### src/rtl/note_scheduler_pkg.sv
// Shared types and default widths for note_scheduler and song_reader.
// State encodings are fixed so checkers can decode state_dbg directly.
package note_sched_pkg;
    localparam int NUM_VOICES_DEF     = 3;
    localparam int NOTE_WIDTH_DEF     = 6;
    localparam int DURATION_WIDTH_DEF = 6;

    typedef enum logic [2:0] {
        IDLE      = 3'b000,
        WAIT_NOTE = 3'b001,
        DISPATCH  = 3'b010,
        WAIT_TIME = 3'b011,
        REQUEST   = 3'b100
    } sched_state_e;
endpackage

### src/rtl/note_scheduler_voice_picker.sv
// Combinational voice selection: lowest-index free voice, plus the
// round-robin steal target used when every voice is busy.
module voice_picker
    import note_sched_pkg::*;
#(
    parameter int  NUM_VOICES = NUM_VOICES_DEF,
    localparam int PTR_W      = (NUM_VOICES > 1) ? $clog2(NUM_VOICES) : 1
) (
    input  logic [NUM_VOICES-1:0] voice_busy,
    input  logic [PTR_W-1:0]      rr_ptr,
    output logic [NUM_VOICES-1:0] free_oh,
    output logic                  any_free,
    output logic [NUM_VOICES-1:0] steal_oh
);
    localparam logic [NUM_VOICES-1:0] ONE = NUM_VOICES'(1);

    always_comb begin
        free_oh  = '0;
        any_free = 1'b0;
        for (int i = 0; i < NUM_VOICES; i++) begin
            if (!voice_busy[i] && !any_free) begin
                free_oh[i] = 1'b1;
                any_free   = 1'b1;
            end
        end
    end

    assign steal_oh = ONE << rr_ptr;
endmodule

### src/rtl/note_scheduler.sv
// Dispatches song_reader entries to free note_player voices and paces song time.
// Optional macro NOTE_SCHED_VOICE_STEAL_EN: steal the round-robin voice when all are busy.
module note_scheduler
    import note_sched_pkg::*;
#(
    parameter int NUM_VOICES     = NUM_VOICES_DEF,
    parameter int NOTE_WIDTH     = NOTE_WIDTH_DEF,
    parameter int DURATION_WIDTH = DURATION_WIDTH_DEF
) (
    input  logic                      clk,
    input  logic                      reset,
    input  logic                      play,
    input  logic                      beat,
    input  logic                      new_note,
    input  logic [NOTE_WIDTH-1:0]     note,
    input  logic [DURATION_WIDTH-1:0] duration,
    input  logic                      advance,
    input  logic [NUM_VOICES-1:0]     voice_busy,
    output logic                      note_done,
    output logic [NUM_VOICES-1:0]     voice_load,
    output logic [NOTE_WIDTH-1:0]     voice_note,
    output logic [DURATION_WIDTH-1:0] voice_duration,
    output logic                      overrun,
    output logic [2:0]                state_dbg
);
    localparam int PTR_W = (NUM_VOICES > 1) ? $clog2(NUM_VOICES) : 1;

    sched_state_e              state_q, state_d;
    logic [DURATION_WIDTH-1:0] cnt_q, cnt_d;
    logic [NOTE_WIDTH-1:0]     note_q, note_d;
    logic [DURATION_WIDTH-1:0] dur_q, dur_d;
    logic                      adv_q, adv_d;
    logic [PTR_W-1:0]          rr_ptr;
    logic [NUM_VOICES-1:0]     free_oh, steal_oh;
    logic                      any_free;
    logic                      dispatch_go;

`ifdef NOTE_SCHED_VOICE_STEAL_EN
    logic [PTR_W-1:0] ptr_q, ptr_d;
    assign rr_ptr = ptr_q;
`else
    logic unused_steal;
    assign rr_ptr       = '0;
    assign unused_steal = ^steal_oh;
`endif

    voice_picker #(.NUM_VOICES(NUM_VOICES)) u_picker (
        .voice_busy (voice_busy),
        .rr_ptr     (rr_ptr),
        .free_oh    (free_oh),
        .any_free   (any_free),
        .steal_oh   (steal_oh)
    );

    // Rests (note 0) still consume time but never touch a voice.
    assign dispatch_go = (state_q == DISPATCH) && play && (note_q != '0);

    always_comb begin
        state_d = state_q;
        cnt_d   = cnt_q;
        note_d  = note_q;
        dur_d   = dur_q;
        adv_d   = adv_q;
`ifdef NOTE_SCHED_VOICE_STEAL_EN
        ptr_d   = ptr_q;
`endif
        if (state_q != IDLE && !play) begin
            state_d = IDLE;
            cnt_d   = '0;
        end else begin
            case (state_q)
                IDLE:      if (play) state_d = WAIT_NOTE;
                WAIT_NOTE: if (new_note) begin
                    note_d  = note;
                    dur_d   = duration;
                    adv_d   = advance;
                    state_d = DISPATCH;
                end
                DISPATCH: begin
                    if (adv_q && dur_q != '0) begin
                        state_d = WAIT_TIME;
                        cnt_d   = dur_q;
                    end else begin
                        state_d = REQUEST;
                    end
`ifdef NOTE_SCHED_VOICE_STEAL_EN
                    if (dispatch_go && !any_free)
                        ptr_d = (ptr_q == PTR_W'(NUM_VOICES - 1)) ? '0 : ptr_q + PTR_W'(1);
`endif
                end
                WAIT_TIME: if (beat) begin
                    if (cnt_q == DURATION_WIDTH'(1)) begin
                        state_d = REQUEST;
                        cnt_d   = '0;
                    end else begin
                        cnt_d = cnt_q - DURATION_WIDTH'(1);
                    end
                end
                REQUEST:   state_d = WAIT_NOTE;
                default:   state_d = IDLE;
            endcase
        end
    end

    always_ff @(posedge clk) begin
        if (!reset) begin
            state_q <= IDLE;
            cnt_q   <= '0;
            note_q  <= '0;
            dur_q   <= '0;
            adv_q   <= 1'b0;
`ifdef NOTE_SCHED_VOICE_STEAL_EN
            ptr_q   <= '0;
`endif
        end else begin
            state_q <= state_d;
            cnt_q   <= cnt_d;
            note_q  <= note_d;
            dur_q   <= dur_d;
            adv_q   <= adv_d;
`ifdef NOTE_SCHED_VOICE_STEAL_EN
            ptr_q   <= ptr_d;
`endif
        end
    end

    always_comb begin
        voice_load = '0;
        if (dispatch_go) begin
            if (any_free) voice_load = free_oh;
`ifdef NOTE_SCHED_VOICE_STEAL_EN
            else voice_load = steal_oh;
`endif
        end
    end

    assign overrun        = dispatch_go && !any_free;
    assign note_done      = (state_q == REQUEST) && play;
    assign voice_note     = note_q;
    assign voice_duration = dur_q;
    assign state_dbg      = state_q;
endmodule
### config.mk
export PLATFORM = sky130hd
export DESIGN_NAME = note_scheduler
export DESIGN_NICKNAME = d
export VERILOG_FILES = /design/src/rtl/note_scheduler_pkg.sv /design/src/rtl/note_scheduler_voice_picker.sv /design/src/rtl/note_scheduler.sv
export SDC_FILE = /design/constraint.sdc
export NUM_CORES = 1
export LEC_CHECK = 0
export ABC_AREA = 1
export BUFFER_PORTS_ARGS = -buffer_cell sky130_fd_sc_hd__clkbuf_2
export CAP_MARGIN = 30
export CORE_UTILIZATION = 50
export DETAILED_ROUTE_END_ITERATION = 16
export PLACE_DENSITY_LB_ADDON = 0.2
export SLEW_MARGIN = 0
export SYNTH_ARGS = -nofsm -noshare
export SYNTH_HDL_FRONTEND = slang
export SYNTH_HIERARCHICAL = 1
export SYNTH_SLANG_ARGS = --single-unit
### constraint.sdc
create_clock -name clk -period 1.55 [get_ports clk]
set_input_delay 0.155 -clock clk [delete_from_list [all_inputs] [get_ports clk]]
set_output_delay 0.155 -clock clk [all_outputs]
set_load 0.1 [all_outputs]
==> reports/metrics.csv, run 1 <==
metric;value;unit
wl_per_cell;11.70;um
first_pass_iters;4;
grt_max_degree;15;
rows;17;
crit_fanout;4;
clk_pin_slew;130;ps
finalHoldViolations;0;
die-area;0.002694;mm2
worst_pin_slew;543.0;ps
synthCells;187;
setup_slack;-69.42;ps
final.min_clock_period;1619;ps
endpoint_kind;output port;
pin_count;41;
drv_slew;0;
grt-ovfl-total;0;
p_leak;0.8168;nW
track_usage;0.2491;
vias;1302;
stdcell_count;262;
hpwlAfterDp;2.326;mm
cts_tree;yes;
path_class;reg2out;
place_inst;252;
p_per_area;1093;mW/mm2
fin_nets;258;
cts_hold_buf;0;
coreArea;0.002276;mm2
syn_to_final_growth;38.39;%
r2r-start;state_dbg[0];
cts_buffer_depth;2;
timing.fmax;0.6175;GHz
setup-violations-final;5;
start_util;0.5470;
synth_area_per_cell;6.657;um2
max_cap_violations;0;
clock_latency;310;ps
slew_headroom;0.6395;
grt_pass1_vias;1228;
r2r_end;voice_note[3];
htreeDepth;1;
synth_area;0.001245;mm2
hold_depth;3;
rrSetupSlack;70;ps
violations;negative setup slack;
first_iter_violations;20;
io_buffers;40;
clock_sinks;22;
cp_data_required_time;1390;ps
antenna_found_initial;0;
drc_errors;0;
status;finished with violations;
start_kind;flip-flop;
nFillCells;178;
multi_input_area;777.0;um2
rsz0062_at_grt;true;
antenna_cells;0;
die_h;51.90;um
drive_above_1_share;0.4402;
root_buffer;clkbuf_4;
cts_buffers;3;
arrival;1460;ps
rr_worst_depth;8;
hp-class;in2reg;
hp-start;duration[2];
wirelength;3.065;mm
yosysWarnings;6;
place_congestion;0.9424;
whs_endpoint;voice_duration[2];
synth_nets;210;
seqCellArea;471.7;um2
fin_worst_skew;1.387;ps
final.setup.tns;-260.1;ps
via_per_inst;4.969;
finalCritPeriodShare;1.045;
ir_drop;0.001037;V
grt_pass1_wl;5.133;mm
postRouteAntennaNets;0;
die_w;51.90;um
power breakdown:
part           internal (mW)  switching [mW]
Sequential             0.630          0.0657
Clock                  0.143           0.191
Combinational          0.220           0.633
Total                  0.994           0.889
registers in the layout (all words and copies together) (netlist names):
register	count
voice_duration	6
cnt_q	6
adv_q	1
voice_note	6
state_dbg	3
timing repair:
item	CTS	global route
endpoints found under the setup margin	5	5
buffers inserted	4	2
endpoints found under the hold margin	0	0
pin swaps	7	6
gates resized for setup	4	2
metrics by stage:
stage	cell area, um2	setup slack (ps)	util	hold WS, ps	total power, mW
6_report	1723	-69.42	0.7570	70.92	1.883
5_1_grt	1723	-129.3	0.7570	87.58	1.965
4_1_cts	1704	-102.2	0.7488	65.64	1.862
3_5_place_dp	1620	218.3	0.7119	398.8	1.502
3_3_place_gp	1620	210.0	0.7119	393.8	1.486
2_1_floorplan	1336	-130.4	-	283.3	1.371
metal layers:
layer,vias to the layer above,wire [um],GRT usage
li1,677,-,-
met1,584,1410,0.3183
met2,37,1515,0.4274
met3,4,107,0.02632
met4,0,32,0.09009
met5,-,0,0
critical path, cell delays in order (launching register included):
cell     delay (ps)
dfxtp_4         380
nor4_4          300
nand2_2         110
nand3_4         130
nor2_4           60
buf_12          160
worst max path at each step:
stage                              from            end  slack (ps)  depth (start not counted)
final                     voice_note[5]        overrun         -70                          5
after global routing       state_dbg[0]        overrun        -130                          4
after CTS                  state_dbg[1]  voice_load[1]        -100                          5
after detailed placement   state_dbg[2]  voice_note[3]         220                          7
after global placement    voice_note[5]        overrun         210                          5
after floorplan            state_dbg[0]      note_done        -130                          3
cell type report:
class | instances | area share
clock buffers | 4 | 0.02106
multi-input cells | 141 | 0.4510
flip-flops and latches | 22 | 0.2738
inverters | 21 | 0.04793
well taps | 28 | 0.02033
repair buffers | 46 | 0.1859
placed cells by master (no fill, tap or decap), drive strengths merged:
cell type / n
a21oi: 3
buf: 11
clkbuf: 39
clkinv: 1
dfxtp: 22
ha: 2
inv: 20
nand2: 39
nand3: 9
nand3b: 1
nor2: 59
nor3: 3
nor4: 1
o21ai: 22
o21bai: 1
xnor2: 1
Note: power is estimated with default switching activity, not from simulation.
==> run 2: changes to the inputs <==
Settings changed: ABC_AREA 1 to unset, CORE_UTILIZATION 50 to 49.
==> reports/metrics.csv, run 2 <==
metric;value;unit
status;finished with violations;
violations;negative setup slack;
cp_data_required_time;1390;ps
synth_area;0.001186;mm2
clock_latency;310;ps
first_pass_iters;4;
drive_above_1_share;0.5109;
p_leak;0.8143;nW
post-route-util;0.7841;
grt_pass1_vias;1193;
timing.fmax;0.5742;GHz
drc_errors;0;
final_area;0.001768;mm2
ir_drop;0.0005357;V
coreArea;0.002255;mm2
io_buffers;40;
wl_per_cell;16.05;um
fin_worst_skew;2.304;ps
htreeDepth;1;
track_usage;0.2780;
rsz0062_at_grt;true;
pre_cts_ws;-130.3;ps
setup_slack;-191.7;ps
slew_headroom;0.6351;
path_class;reg2out;
cts_tree;yes;
synthCells;130;
finalCritPeriodShare;1.124;
yosysWarnings;6;
setup-violations-final;5;
postRouteAntennaNets;0;
crit_fanout;3;
die_w;51.20;um
grt-ovfl-total;0;
start_kind;flip-flop;
hpwlAfterDp;2.387;mm
layout_commonest_cell;clkbuf_2;
max_cap_violations;0;
start_util;0.5261;
syn_to_final_growth;49.05;%
drv_slew;0;
arrival;1590;ps
hp-class;in2reg;
fin_nets;208;
place_congestion;0.7894;
synth_area_per_cell;9.124;um2
most-common-layout-cells;34 x clkbuf_2, 17 x nor2b_1, 15 x buf_4;
cts_buffers;3;
synth_nets;153;
place_area;0.001648;mm2
clock_sinks;22;
cts_buffer_depth;2;
clk_pin_slew;120;ps
grt_pass1_wl;5.395;mm
die_h;51.20;um
antenna_cells;0;
wirelength;3.402;mm
root_buffer;clkbuf_4;
vias;1235;
rrSetupSlack;-20;ps
antenna_found_initial;0;
pin_count;41;
worst_pin_slew;549.7;ps
p_per_area;588.3;mW/mm2
final.min_clock_period;1742;ps
finalHoldViolations;0;
first_iter_violations;20;
endpoint_kind;output port;
die-area;0.002621;mm2
cts_hold_buf;0;
nFillCells;164;
grt_max_degree;16;
via_per_inst;5.825;
hold_slack;92.25;ps
rows;17;
-- run 2: what timing repair did --
| item | CTS | global route |
|---|---|---|
| gates resized for setup | 4 | 5 |
| pin swaps | 2 | 1 |
| cloned | 1 | 0 |
| setup endpoints to repair | 10 | 10 |
| setup buffers | 6 | 0 |
| endpoints found under the hold margin | 0 | 0 |
-- run 2: power breakdown --
group / switching [mW] / internal, mW
sequential: 0.0161 / 0.557
combinational: 0.127 / 0.0685
clock: 0.178 / 0.0942
-- run 2: per-layer routing --
layer | GRT usage | vias up | part of all wire
li1 | - | 585 | -
met1 | 0.3291 | 584 | 0.42
met2 | 0.4781 | 55 | 0.50
met3 | 0.04167 | 11 | 0.044
met4 | 0.1481 | 0 | 0.028
met5 | 0 | - | 0
-- run 2: path summary, 6_finish.rpt --
check | from | to | cells after the start
setup / recovery | voice_note[3] | voice_load[1] | 5
hold / removal | note[2] | voice_note[2] | 3
setup reg to reg | cnt_q[0] | cnt_q[2] | 6
hold reg to reg | cnt_q[5] | cnt_q[5] | 2
-- run 2: area by class of cell --
type | instances | area [um2] | share of cell area
timing repair buffer | 55 | 387.9 | 0.2194
inverter | 5 | 18.77 | 0.01062
sequential | 22 | 496.7 | 0.2810
tap | 28 | 35.03 | 0.01982
clock buffer | 3 | 22.52 | 0.01274
multi-input combinational | 98 | 803.3 | 0.4544
clock inverter | 1 | 3.754 | 0.002123
-- run 2: through the flow --
stage          TNS (ps)  total power [mW]  std cells
2_1_floorplan    -698.1            0.7123        130
3_3_place_gp          0            0.7603        201
3_5_place_dp     -429.7            0.7668        201
4_1_cts          -688.6             1.043        212
5_1_grt          -945.2             1.076        212
6_report         -695.9             1.040        212
-- run 2: critical path, cell delays in order (launching register included) --
cell and delay, ps:
dfxtp_4 380, nor4_4 270, a21oi_2 90, and4b_1 220, and2_4 160, buf_12 160
